`src/rtl/sram_fifo_pkg.sv`:
```
// Shared constants and FSM encoding for the SRAM-backed multi-queue FIFO.
// The arbiter defaults its parameters from these values.
package sram_fifo_pkg;

    localparam int DEF_NUM_QUEUES      = 4;
    localparam int DEF_QUEUE_ID_WIDTH  = 2;
    localparam int DEF_OCC_WIDTH       = 18;
    localparam int DEF_QUEUE_SIZE      = 131072;
    localparam int DEF_FULL_MARGIN     = 5;
    localparam int DEF_MAX_OUTSTANDING = 2;

    typedef enum logic [1:0] {
        ST_IDLE     = 2'd0,
        ST_WR_BURST = 2'd1,
        ST_RD_BURST = 2'd2
    } arb_state_t;

endpackage

```
`src/rtl/sram_rw_arbiter_rr_pick.sv`:
```
// Combinational round-robin picker: the first set request after ptr,
// wrapping around, wins.
module rr_pick
    import sram_fifo_pkg::*;
#(
    parameter int N   = DEF_NUM_QUEUES,
    parameter int IDW = DEF_QUEUE_ID_WIDTH
) (
    input  logic [N-1:0]   req,
    input  logic [IDW-1:0] ptr,
    output logic [N-1:0]   grant,
    output logic           valid
);

    always_comb begin
        grant = '0;
        valid = 1'b0;
        // Offsets 1..N from ptr; offset N revisits ptr itself last.
        for (int i = 1; i <= N; i++) begin
            for (int j = 0; j < N; j++) begin
                if (!valid && req[j] && (j == ((int'(ptr) + i) % N))) begin
                    grant[j] = 1'b1;
                    valid    = 1'b1;
                end
            end
        end
    end

endmodule

```
`src/rtl/sram_rw_arbiter.sv`:
```
// Arbitrates 2-cycle write and read bursts between logical queues sharing one
// SRAM, tracking per-queue occupancy and in-flight reads.
module sram_rw_arbiter
    import sram_fifo_pkg::*;
#(
    parameter int NUM_QUEUES      = DEF_NUM_QUEUES,
    parameter int QUEUE_ID_WIDTH  = DEF_QUEUE_ID_WIDTH,
    parameter int OCC_WIDTH       = DEF_OCC_WIDTH,
    parameter int QUEUE_SIZE      = DEF_QUEUE_SIZE,
    parameter int FULL_MARGIN     = DEF_FULL_MARGIN,
    parameter int MAX_OUTSTANDING = DEF_MAX_OUTSTANDING
) (
    input  logic                      clk,
    input  logic                      reset,
    input  logic [NUM_QUEUES-1:0]     wr_req,
    input  logic [NUM_QUEUES-1:0]     rd_ready,
    input  logic                      sram_write_full,
    input  logic                      sram_read_full,
    input  logic                      rd_return_valid,
    input  logic [QUEUE_ID_WIDTH-1:0] rd_return_qid,
    output logic [NUM_QUEUES-1:0]     wr_grant,
    output logic                      rd_issue_valid,
    output logic [QUEUE_ID_WIDTH-1:0] rd_issue_qid,
    output logic [NUM_QUEUES-1:0]     q_full,
    output logic [NUM_QUEUES-1:0]     q_empty,
    output logic                      err_underflow
);

    localparam int OUT_WIDTH = $clog2(MAX_OUTSTANDING + 1);
    localparam logic [OCC_WIDTH-1:0]      FULL_LEVEL = OCC_WIDTH'(QUEUE_SIZE - FULL_MARGIN);
    localparam logic [OUT_WIDTH-1:0]      OUT_LIMIT  = OUT_WIDTH'(MAX_OUTSTANDING);
    localparam logic [QUEUE_ID_WIDTH-1:0] PTR_RESET  = QUEUE_ID_WIDTH'(NUM_QUEUES - 1);

    arb_state_t state;
    logic       half;
    logic       last_wr;

    logic [QUEUE_ID_WIDTH-1:0] wr_ptr;
    logic [QUEUE_ID_WIDTH-1:0] rd_ptr;

    logic [OCC_WIDTH-1:0] occ      [NUM_QUEUES];
    logic [OCC_WIDTH-1:0] occ_next [NUM_QUEUES];
    logic [OUT_WIDTH-1:0] outstanding [NUM_QUEUES];

    logic [NUM_QUEUES-1:0]     wr_elig;
    logic [NUM_QUEUES-1:0]     rd_elig;
    logic [NUM_QUEUES-1:0]     wr_onehot;
    logic [NUM_QUEUES-1:0]     rd_onehot;
    logic                      wr_any;
    logic                      rd_any;
    logic [QUEUE_ID_WIDTH-1:0] wr_idx;
    logic [QUEUE_ID_WIDTH-1:0] rd_idx;
    logic                      decide;
    logic                      choose_rd;
    logic                      choose_wr;
    logic                      underflow_hit;

    always_comb begin
        wr_elig = '0;
        rd_elig = '0;
        for (int q = 0; q < NUM_QUEUES; q++) begin
            wr_elig[q] = wr_req[q] && !q_full[q] && !sram_write_full;
            rd_elig[q] = (occ[q] != '0) && rd_ready[q]
                         && (outstanding[q] < OUT_LIMIT) && !sram_read_full;
        end
    end

    rr_pick #(
        .N   (NUM_QUEUES),
        .IDW (QUEUE_ID_WIDTH)
    ) u_wr_pick (
        .req   (wr_elig),
        .ptr   (wr_ptr),
        .grant (wr_onehot),
        .valid (wr_any)
    );

    rr_pick #(
        .N   (NUM_QUEUES),
        .IDW (QUEUE_ID_WIDTH)
    ) u_rd_pick (
        .req   (rd_elig),
        .ptr   (rd_ptr),
        .grant (rd_onehot),
        .valid (rd_any)
    );

    always_comb begin
        wr_idx = '0;
        rd_idx = '0;
        for (int j = 0; j < NUM_QUEUES; j++) begin
            if (wr_onehot[j]) wr_idx = QUEUE_ID_WIDTH'(j);
            if (rd_onehot[j]) rd_idx = QUEUE_ID_WIDTH'(j);
        end
    end

    // A new burst may start from IDLE or in the halfway cycle of the current one.
    // Reads take priority right after a write so neither direction starves.
    assign decide    = (state == ST_IDLE) || half;
    assign choose_rd = rd_any && (last_wr || !wr_any);
    assign choose_wr = wr_any && !choose_rd;

    always_ff @(posedge clk) begin
        if (reset) begin
            state          <= ST_IDLE;
            half           <= 1'b0;
            last_wr        <= 1'b0;
            wr_ptr         <= PTR_RESET;
            rd_ptr         <= PTR_RESET;
            wr_grant       <= '0;
            rd_issue_valid <= 1'b0;
            rd_issue_qid   <= '0;
        end else begin
            wr_grant       <= '0;
            rd_issue_valid <= 1'b0;
            rd_issue_qid   <= '0;
            if (decide) begin
                half <= 1'b0;
                if (choose_rd) begin
                    state          <= ST_RD_BURST;
                    rd_issue_valid <= 1'b1;
                    rd_issue_qid   <= rd_idx;
                    rd_ptr         <= rd_idx;
                    last_wr        <= 1'b0;
                end else if (choose_wr) begin
                    state    <= ST_WR_BURST;
                    wr_grant <= wr_onehot;
                    wr_ptr   <= wr_idx;
                    last_wr  <= 1'b1;
                end else begin
                    state <= ST_IDLE;
                end
            end else begin
                half <= 1'b1;
            end
        end
    end

    always_comb begin
        for (int q = 0; q < NUM_QUEUES; q++) begin
            occ_next[q] = occ[q];
            if (wr_grant[q]) begin
                occ_next[q] = occ[q] + 1'b1;
            end else if (rd_issue_valid && (rd_issue_qid == QUEUE_ID_WIDTH'(q))) begin
                occ_next[q] = occ[q] - 1'b1;
            end
        end
    end

    always_comb begin
        underflow_hit = 1'b0;
        for (int q = 0; q < NUM_QUEUES; q++) begin
            if (rd_return_valid && (rd_return_qid == QUEUE_ID_WIDTH'(q))
                && !(rd_issue_valid && (rd_issue_qid == QUEUE_ID_WIDTH'(q)))
                && (outstanding[q] == '0)) begin
                underflow_hit = 1'b1;
            end
        end
    end

    always_ff @(posedge clk) begin
        if (reset) begin
            for (int q = 0; q < NUM_QUEUES; q++) begin
                occ[q]         <= '0;
                outstanding[q] <= '0;
            end
            q_full        <= '0;
            q_empty       <= '1;
            err_underflow <= 1'b0;
        end else begin
            for (int q = 0; q < NUM_QUEUES; q++) begin
                occ[q]     <= occ_next[q];
                q_full[q]  <= (occ_next[q] >= FULL_LEVEL);
                q_empty[q] <= (occ_next[q] == '0);
                // A simultaneous issue and return cancel out.
                if (rd_issue_valid && (rd_issue_qid == QUEUE_ID_WIDTH'(q))) begin
                    if (!(rd_return_valid && (rd_return_qid == QUEUE_ID_WIDTH'(q)))) begin
                        outstanding[q] <= outstanding[q] + 1'b1;
                    end
                end else if (rd_return_valid && (rd_return_qid == QUEUE_ID_WIDTH'(q))
                             && (outstanding[q] != '0)) begin
                    outstanding[q] <= outstanding[q] - 1'b1;
                end
            end
            if (underflow_hit) err_underflow <= 1'b1;
        end
    end

endmodule
```
`config.mk`:
```
export PLATFORM = sky130hd
export DESIGN_NAME = sram_rw_arbiter
export DESIGN_NICKNAME = d
export VERILOG_FILES = /design/src/rtl/sram_fifo_pkg.sv /design/src/rtl/sram_rw_arbiter_rr_pick.sv /design/src/rtl/sram_rw_arbiter.sv
export SDC_FILE = /design/constraint.sdc
export NUM_CORES = 1
export LEC_CHECK = 0
export CAP_MARGIN = 20
export CORE_MARGIN = 4
export CORE_UTILIZATION = 59
export DETAILED_ROUTE_END_ITERATION = 10
export GPL_ROUTABILITY_DRIVEN = 0
export PLACE_DENSITY = 0.78
export SLEW_MARGIN = 10
export SYNTH_ARGS = -nofsm -noshare
export SYNTH_HDL_FRONTEND = slang
export SYNTH_SLANG_ARGS = --single-unit
```
`constraint.sdc`:
```
create_clock -name clk -period 2.64 [get_ports clk]
set_clock_uncertainty 0.15 [all_clocks]
set_input_delay 0.396 -clock clk [delete_from_list [all_inputs] [get_ports clk]]
set_output_delay 0.396 -clock clk [all_outputs]
set_load 0.02 [all_outputs]
```
==> results of run 1 <==
==> how the worst min path moves through the flow <==
stage | startpoint | to | slack (ns) | depth (start not counted)
2_1_floorplan | state[0]$_SDFFE_PP0N_ | state[0]$_SDFFE_PP0N_ | 0.27 | 2
3_3_place_gp | state[0]$_SDFFE_PP0N_ | state[0]$_SDFFE_PP0N_ | 0.28 | 2
3_5_place_dp | state[1]$_SDFFE_PP0N_ | state[1]$_SDFFE_PP0N_ | 0.29 | 2
4_1_cts | reset | occ[1][3]$_SDFF_PP0_ | 0.22 | 2
5_1_grt | reset | occ[1][4]$_SDFF_PP0_ | 0.24 | 2
6_report | reset | occ[1][3]$_SDFF_PP0_ | 0.21 | 2
==> critical path, cell delays in order, from the launching register on <==
cell     delay (ns)
dfxtp_2        0.37
or4_4          0.55
or4_4          0.44
o21ai_4        0.21
nand2_2        0.08
xor2_2         0.16
or3_4          0.39
o31ai_4        0.17
==> per-layer routing <==
| layer | share of wire [%] | routed length [µm] |
|---|---|---|
| met3 | 7.4 | 1300 |
| met2 | 47 | 8250 |
| met5 | 0 | 0 |
| met4 | 1.5 | 264 |
| met1 | 44 | 7780 |
==> stage by stage <==
step	setup TNS, ns	setup WS, ns	power [µW]	hold WS, ns
floorplan	0	0.0394	2090	0.272
finish	0	0.0423	3370	0.212
detailed placement	-0.0771	-0.0771	2290	0.290
global placement	0	0.00808	2270	0.284
CTS	0	0.00466	3350	0.216
global route	-0.164	-0.0682	3510	0.243
==> report_power, final <==
group / internal [µW] / switching (µW) / total (µW)
sequential: 1650 / 71.7 / 1720
combinational: 256 / 314 / 569
clock: 522 / 560 / 1080
total: 2420 / 945 / 3370
==> registers in the layout, indices dropped and copies added, names as in the netlist <==
register        count
q_empty             4
wr_grant            4
occ                72
rd_ptr              2
wr_ptr              2
state               2
rd_issue_valid      1
last_wr             1
err_underflow       1
outstanding         8
q_full              4
rd_issue_qid        2
half                1
==> area by class of cell <==
| type | instances | area (µm²) | share of cell area (%) |
|---|---|---|---|
| Sequential cell | 104 | 2190 | 28.5 |
| Inverter | 22 | 82.6 | 1.07 |
| Clock inverter | 4 | 48.8 | 0.634 |
| Clock buffer | 12 | 166 | 2.16 |
| Multi-Input combinational cell | 640 | 4260 | 55.4 |
| Tap cell | 136 | 170 | 2.21 |
| Timing Repair Buffer | 93 | 768 | 9.99 |
==> cell families (layout without fill, tap and decap cells) <==
logic type	count (synthesis)	in the layout
flops	104	104
fa+ha+maj	13	13
simple gates	409	409
buf+inv	65	131
xor+xnor	68	68
mux	9	9
compound gates	141	141
==> Yosys cell counts (4+ instances only) <==
library cell	number	area [µm²]
nor2_1	108	405
dfxtp_1	96	1920
nand2_1	51	191
nand3_1	41	205
xnor2_1	36	315
clkbuf_1	34	128
xor2_1	32	280
nand4_1	30	188
nor3_1	30	150
o21ai_0	29	145
a21oi_1	25	125
and3_1	24	150
inv_1	22	82.6
and2_1	19	119
a31oi_1	16	100
nor4_1	15	93.8
ha_1	13	163
or4_1	12	90.1
o31ai_1	11	82.6
or3_1	11	68.8
nor3b_1	10	75.1
edfxtp_1	8	240
mux2i_1	8	80.1
nand2b_1	8	50.1
and4_1	7	61.3
o22ai_1	7	43.8
buf_2	6	30.0
nand3b_1	6	45.0
nor2b_1	6	37.5
or2_2	6	37.5
a211oi_1	5	37.5
a32oi_1	5	43.8
a21boi_0	4	30.0
a22oi_1	4	30.0
==> timing repair <==
item,in CTS,in global routing
endpoints found under the hold margin,0,0
buffers inserted,0,7
gates resized for setup,5,57
setup endpoints to repair,2,22
hold buffers,0,0
pin swaps,0,14
==> impl_metrics.py, run 1 <==
metrics = {
    "outcome": {
        "outcome": "finished clean",
    },
    "pwr": {
        "powerDensity_nw_per_um2": 438,
        "peakVddDrop_uv": 331,
        "p_leak_uw": 0.00311,
    },
    "synth": {
        "ys_ff_latch": 104,
        "yosys_warnings": 0,
        "seq_area_frac_synth_pct": 33.4,
        "synth_cell_types": 77,
        "syn-mean-instance-area_um2": 7.99,
        "synth-main-ff-cell": "dfxtp_1",
        "synth-simple-area-share_pct": 34.6,
        "synth_top_family_by_area": "simple AND/OR/NAND/NOR gates",
        "synth-edff-count": 8,
        "synth-async-reset-ratio_pct": 0,
        "syn_area_um2": 6470,
        "synth_compound_area_share_pct": 14.8,
        "synthMuxAreaShare_pct": 1.41,
        "synth_fa_ha_area_share_pct": 2.52,
        "synth_xor_area_share_pct": 9.21,
        "syn_nets": 837,
        "synthCells": 809,
    },
    "grt": {
        "grt_antenna_before_repair": 0,
        "grt_usage_pct": 26.5,
        "grt_pass1_wl_mm": 28.0,
        "globalRoute.busiestLayer": "met2",
        "met1_usage_pct": 37.2,
        "grt_pass1_vias": 5830,
        "grt_max_degree": 22,
        "met3_usage_pct": 4.28,
        "gr-total-overflow": 0,
        "grt_util_met2_pct": 43.0,
    },
    "worst_setup_path": {
        "end_kind": "register",
        "arrival_ns": 2.76,
        "rr_worst_depth": 7,
        "path_class": "reg2reg",
        "rrSetupSlack_ns": 0.04,
        "endpoint": "q_full[2]$_SDFF_PP0_",
        "critPathLaunchType": "register",
        "worstPathMaxFanout": 5,
        "r2r_start": "occ[2][6]$_SDFF_PP0_",
        "cp.required_ns": 2.80,
        "startpoint": "occ[2][6]$_SDFF_PP0_",
        "rr_endpoint": "q_full[2]$_SDFF_PP0_",
    },
    "layout": {
        "syn_to_final_growth_pct": 18.9,
        "finalCoreUtilization_pct": 73.2,
        "layout_common_cells": "nor2_1, dfxtp_1, buf_4",
        "nets": 898,
        "final_common_cell": "nor2_1",
        "drive_gt1_share_pct": 17.5,
        "layout.cells.non_filler": 1011,
        "num-fill-cells": 778,
        "finish.instance_area_um2": 7690,
        "n_antenna_cell": 0,
    },
    "route": {
        "viasPerCell": 6.33,
        "wl_per_cell_um": 17.4,
        "vias": 6404,
        "post-route-drc-count": 0,
        "dr.pass1.iters": 6,
        "drt_iter0_markers": 564,
        "ant_nets": 0,
        "wirelength_mm": 17.6,
    },
    "floorplan": {
        "rows": 37,
        "initial_utilization_pct": 61.5,
        "die_y_um": 113,
        "core_area_um2": 10500,
        "ios": 31,
        "die_area_um2": 12700,
        "die_w_um": 113,
    },
    "timing": {
        "finalHoldViolations": 0,
        "rsz0062_at_grt": "yes",
        "slew_headroom_pct": 56.1,
        "min_period_over_period_pct": 98.4,
        "maxSlewViolCount": 0,
        "post-route-min-period_ns": 2.60,
        "worst_pin_slew_ns": 0.658,
        "clock.fmax_ghz": 0.385,
        "setup_violations": 0,
    },
    "clock_network": {
        "path_clk_slew_ns": 0.10,
        "cts_root_buf": "clkbuf_8",
        "numCtsBuffers": 9,
        "clockBufferDepth": 2,
        "h-tree-depth": 3,
        "cts.sinks": 104,
        "clk_latency_ns": 0.38,
        "cts_tree": "built",
    },
    "placement": {
        "hpwl_mm": 12.7,
        "port-buffer-count": 30,
        "placed_cell_area_um2": 7180,
        "dp_cells": 988,
    },
    "job": {
        "cap_violations": 0,
    },
    "min_path": {
        "hold_path.class": "in2reg",
    },
}
Note: power is estimated with default switching activity, not from simulation.
==> run 2: changes to the inputs <==
SKIP_CTS_REPAIR_TIMING = 1   (was default)
==> run 2 against run 1 <==
Net effect: hold slack worse by 0.011 ns; non-clock buffer count stayed put; wire length is 0.51% lower; global-route usage hardly changed; highest routed layer unchanged.
==> impl_metrics.py, run 2 (same netlist as run 1, synthesis figures left out) <==
metrics = {
    "outcome": {
        "outcome": "finished clean",
    },
    "clock_network": {
        "clockBufferDepth": 2,
        "numCtsBuffers": 9,
        "h-tree-depth": 3,
        "path_clk_slew_ns": 0.10,
        "cts_tree": "built",
        "cts_root_buf": "clkbuf_8",
        "clk_latency_ns": 0.38,
        "cts.sinks": 104,
    },
    "min_path": {
        "min-delay-start": "reset",
        "min_delay_path_depth": 2,
        "hold_path.class": "in2reg",
        "hold_end": "occ[1][3]$_SDFF_PP0_",
    },
    "layout": {
        "nets": 898,
        "n_antenna_cell": 0,
        "regMostFlops": "occ",
        "layout_common_cells": "nor2_1, dfxtp_1, buf_4",
        "largest_register_ffs": 72,
        "largestRegisters": "occ (72), outstanding (8)",
        "final_common_cell": "nor2_1",
        "syn_to_final_growth_pct": 18.9,
        "drive_gt1_share_pct": 17.3,
    },
    "pwr": {
        "internal_power_uw": 2420,
        "peakVddDrop_uv": 332,
        "combPwrFrac_pct": 16.9,
        "powerDensity_nw_per_um2": 439,
        "switching_power_uw": 948,
        "seqPwrFrac_pct": 51.0,
        "p_leak_uw": 0.00310,
        "p_total_uw": 3370,
        "p_clk_share_pct": 32.2,
        "switching_share_pct": 28.1,
    },
    "timing": {
        "setup_violations": 0,
        "hold_ws_ns": 0.201,
        "rsz0062_at_grt": "yes",
        "setup_tns_ns": 0,
        "worst_slack_ns": 0.0366,
        "maxSlewViolCount": 0,
        "slew_headroom_pct": 56.7,
        "min_period_over_period_pct": 98.6,
        "finalHoldViolations": 0,
        "clock.fmax_ghz": 0.384,
        "worst_pin_slew_ns": 0.648,
        "post-route-min-period_ns": 2.60,
    },
    "placement": {
        "preCtsSetupSlack_ns": -0.0771,
        "port-buffer-count": 30,
        "hpwl_mm": 12.7,
    },
    "route": {
        "dr.pass1.iters": 5,
        "post-route-drc-count": 0,
        "vias": 6408,
        "viasPerCell": 6.34,
        "wirelength_mm": 17.5,
        "wl_per_cell_um": 17.3,
        "ant_nets": 0,
        "drt_iter0_markers": 532,
    },
    "worst_setup_path": {
        "path_class": "reg2reg",
        "worstPathMaxFanout": 5,
        "arrival_ns": 2.74,
        "r2r_start": "occ[3][12]$_SDFF_PP0_",
        "rr_endpoint": "q_empty[3]$_SDFF_PP1_",
        "cp.required_ns": 2.78,
        "rr_worst_depth": 6,
        "critPathLaunchType": "register",
        "rrSetupSlack_ns": 0.04,
        "end_kind": "register",
    },
    "floorplan": {
        "die_y_um": 113,
        "die_w_um": 113,
        "die_area_um2": 12700,
        "ios": 31,
        "initial_utilization_pct": 61.5,
        "rows": 37,
        "core_area_um2": 10500,
    },
    "grt": {
        "grt_antenna_before_repair": 0,
        "grt_pass1_wl_mm": 28.0,
        "gr-total-overflow": 0,
        "grt_max_degree": 22,
        "grt_usage_pct": 26.5,
        "grt_pass1_vias": 5820,
    },
    "job": {
        "cap_violations": 0,
    },
}
## run 2: cell counts in the layout (fill, tap and decap cells not counted)
Identical to the previous run, type by type.
## run 2: worst max-delay path by stage
| stage | startpoint | endpoint | slack (ns) |
|---|---|---|---|
| 3_3_place_gp | sram_read_full | rd_ptr[1]$_SDFFE_PP1P_ | 0.008 |
| 4_1_cts | occ[3][4]$_SDFF_PP0_ | q_empty[3]$_SDFF_PP1_ | -0.03 |
| 6_report | occ[3][12]$_SDFF_PP0_ | q_empty[3]$_SDFF_PP1_ | 0.04 |
| 5_1_grt | occ[2][0]$_SDFF_PP0_ | q_empty[2]$_SDFF_PP1_ | -0.08 |
| 3_5_place_dp | sram_read_full | rd_ptr[1]$_SDFFE_PP1P_ | -0.08 |
| 2_1_floorplan | rd_issue_qid[1]$_SDFF_PP0_ | q_empty[2]$_SDFF_PP1_ | 0.04 |
## run 2: worst max-delay path, cell delays in order, from the launching register on
cell and delay [ns]:
dfxtp_1 0.40, nor4_4 0.35, nand4_1 0.18, o32ai_2 0.35, xor2_1 0.18, or4_1 0.59, o41ai_2 0.30
## run 2: power groups by stage
stage | Combinational [µW] | Sequential (µW) | Clock [µW]
2_1_floorplan | 349 | 1750 | 0
3_3_place_gp | 527 | 1750 | 0
3_5_place_dp | 542 | 1750 | 0
4_1_cts | 546 | 1710 | 1090
5_1_grt | 623 | 1730 | 1160
6_report | 569 | 1720 | 1080
## run 2: area by class of cell
class                   count  area [µm²]
fillers                   783        2820
well taps                 136         170
multi-input cells         640        4260
clock buffers              12         166
inverters                  22        82.6
repair buffers             93         768
clock inverters             4        48.8
flip-flops and latches    104        2190
## run 2: per-layer routing
metal / vias up / track usage, % / part of all wire, %
met4: 0 / 6.41 / 1.6
met5: - / 0 / 0
met2: 272 / 42.8 / 47
met3: 21 / 4.28 / 6.9
met1: 3049 / 37.2 / 44
li1: 3066 / - / -
## run 2: metrics by stage
step	std cells	util (%)	cell area [µm²]
detailed placement	988	68.3	7180
global route	1011	73.1	7690
global placement	988	68.3	7180
CTS	1004	70.3	7390
floorplan	809	-	6470
finish	1011	73.1	7690
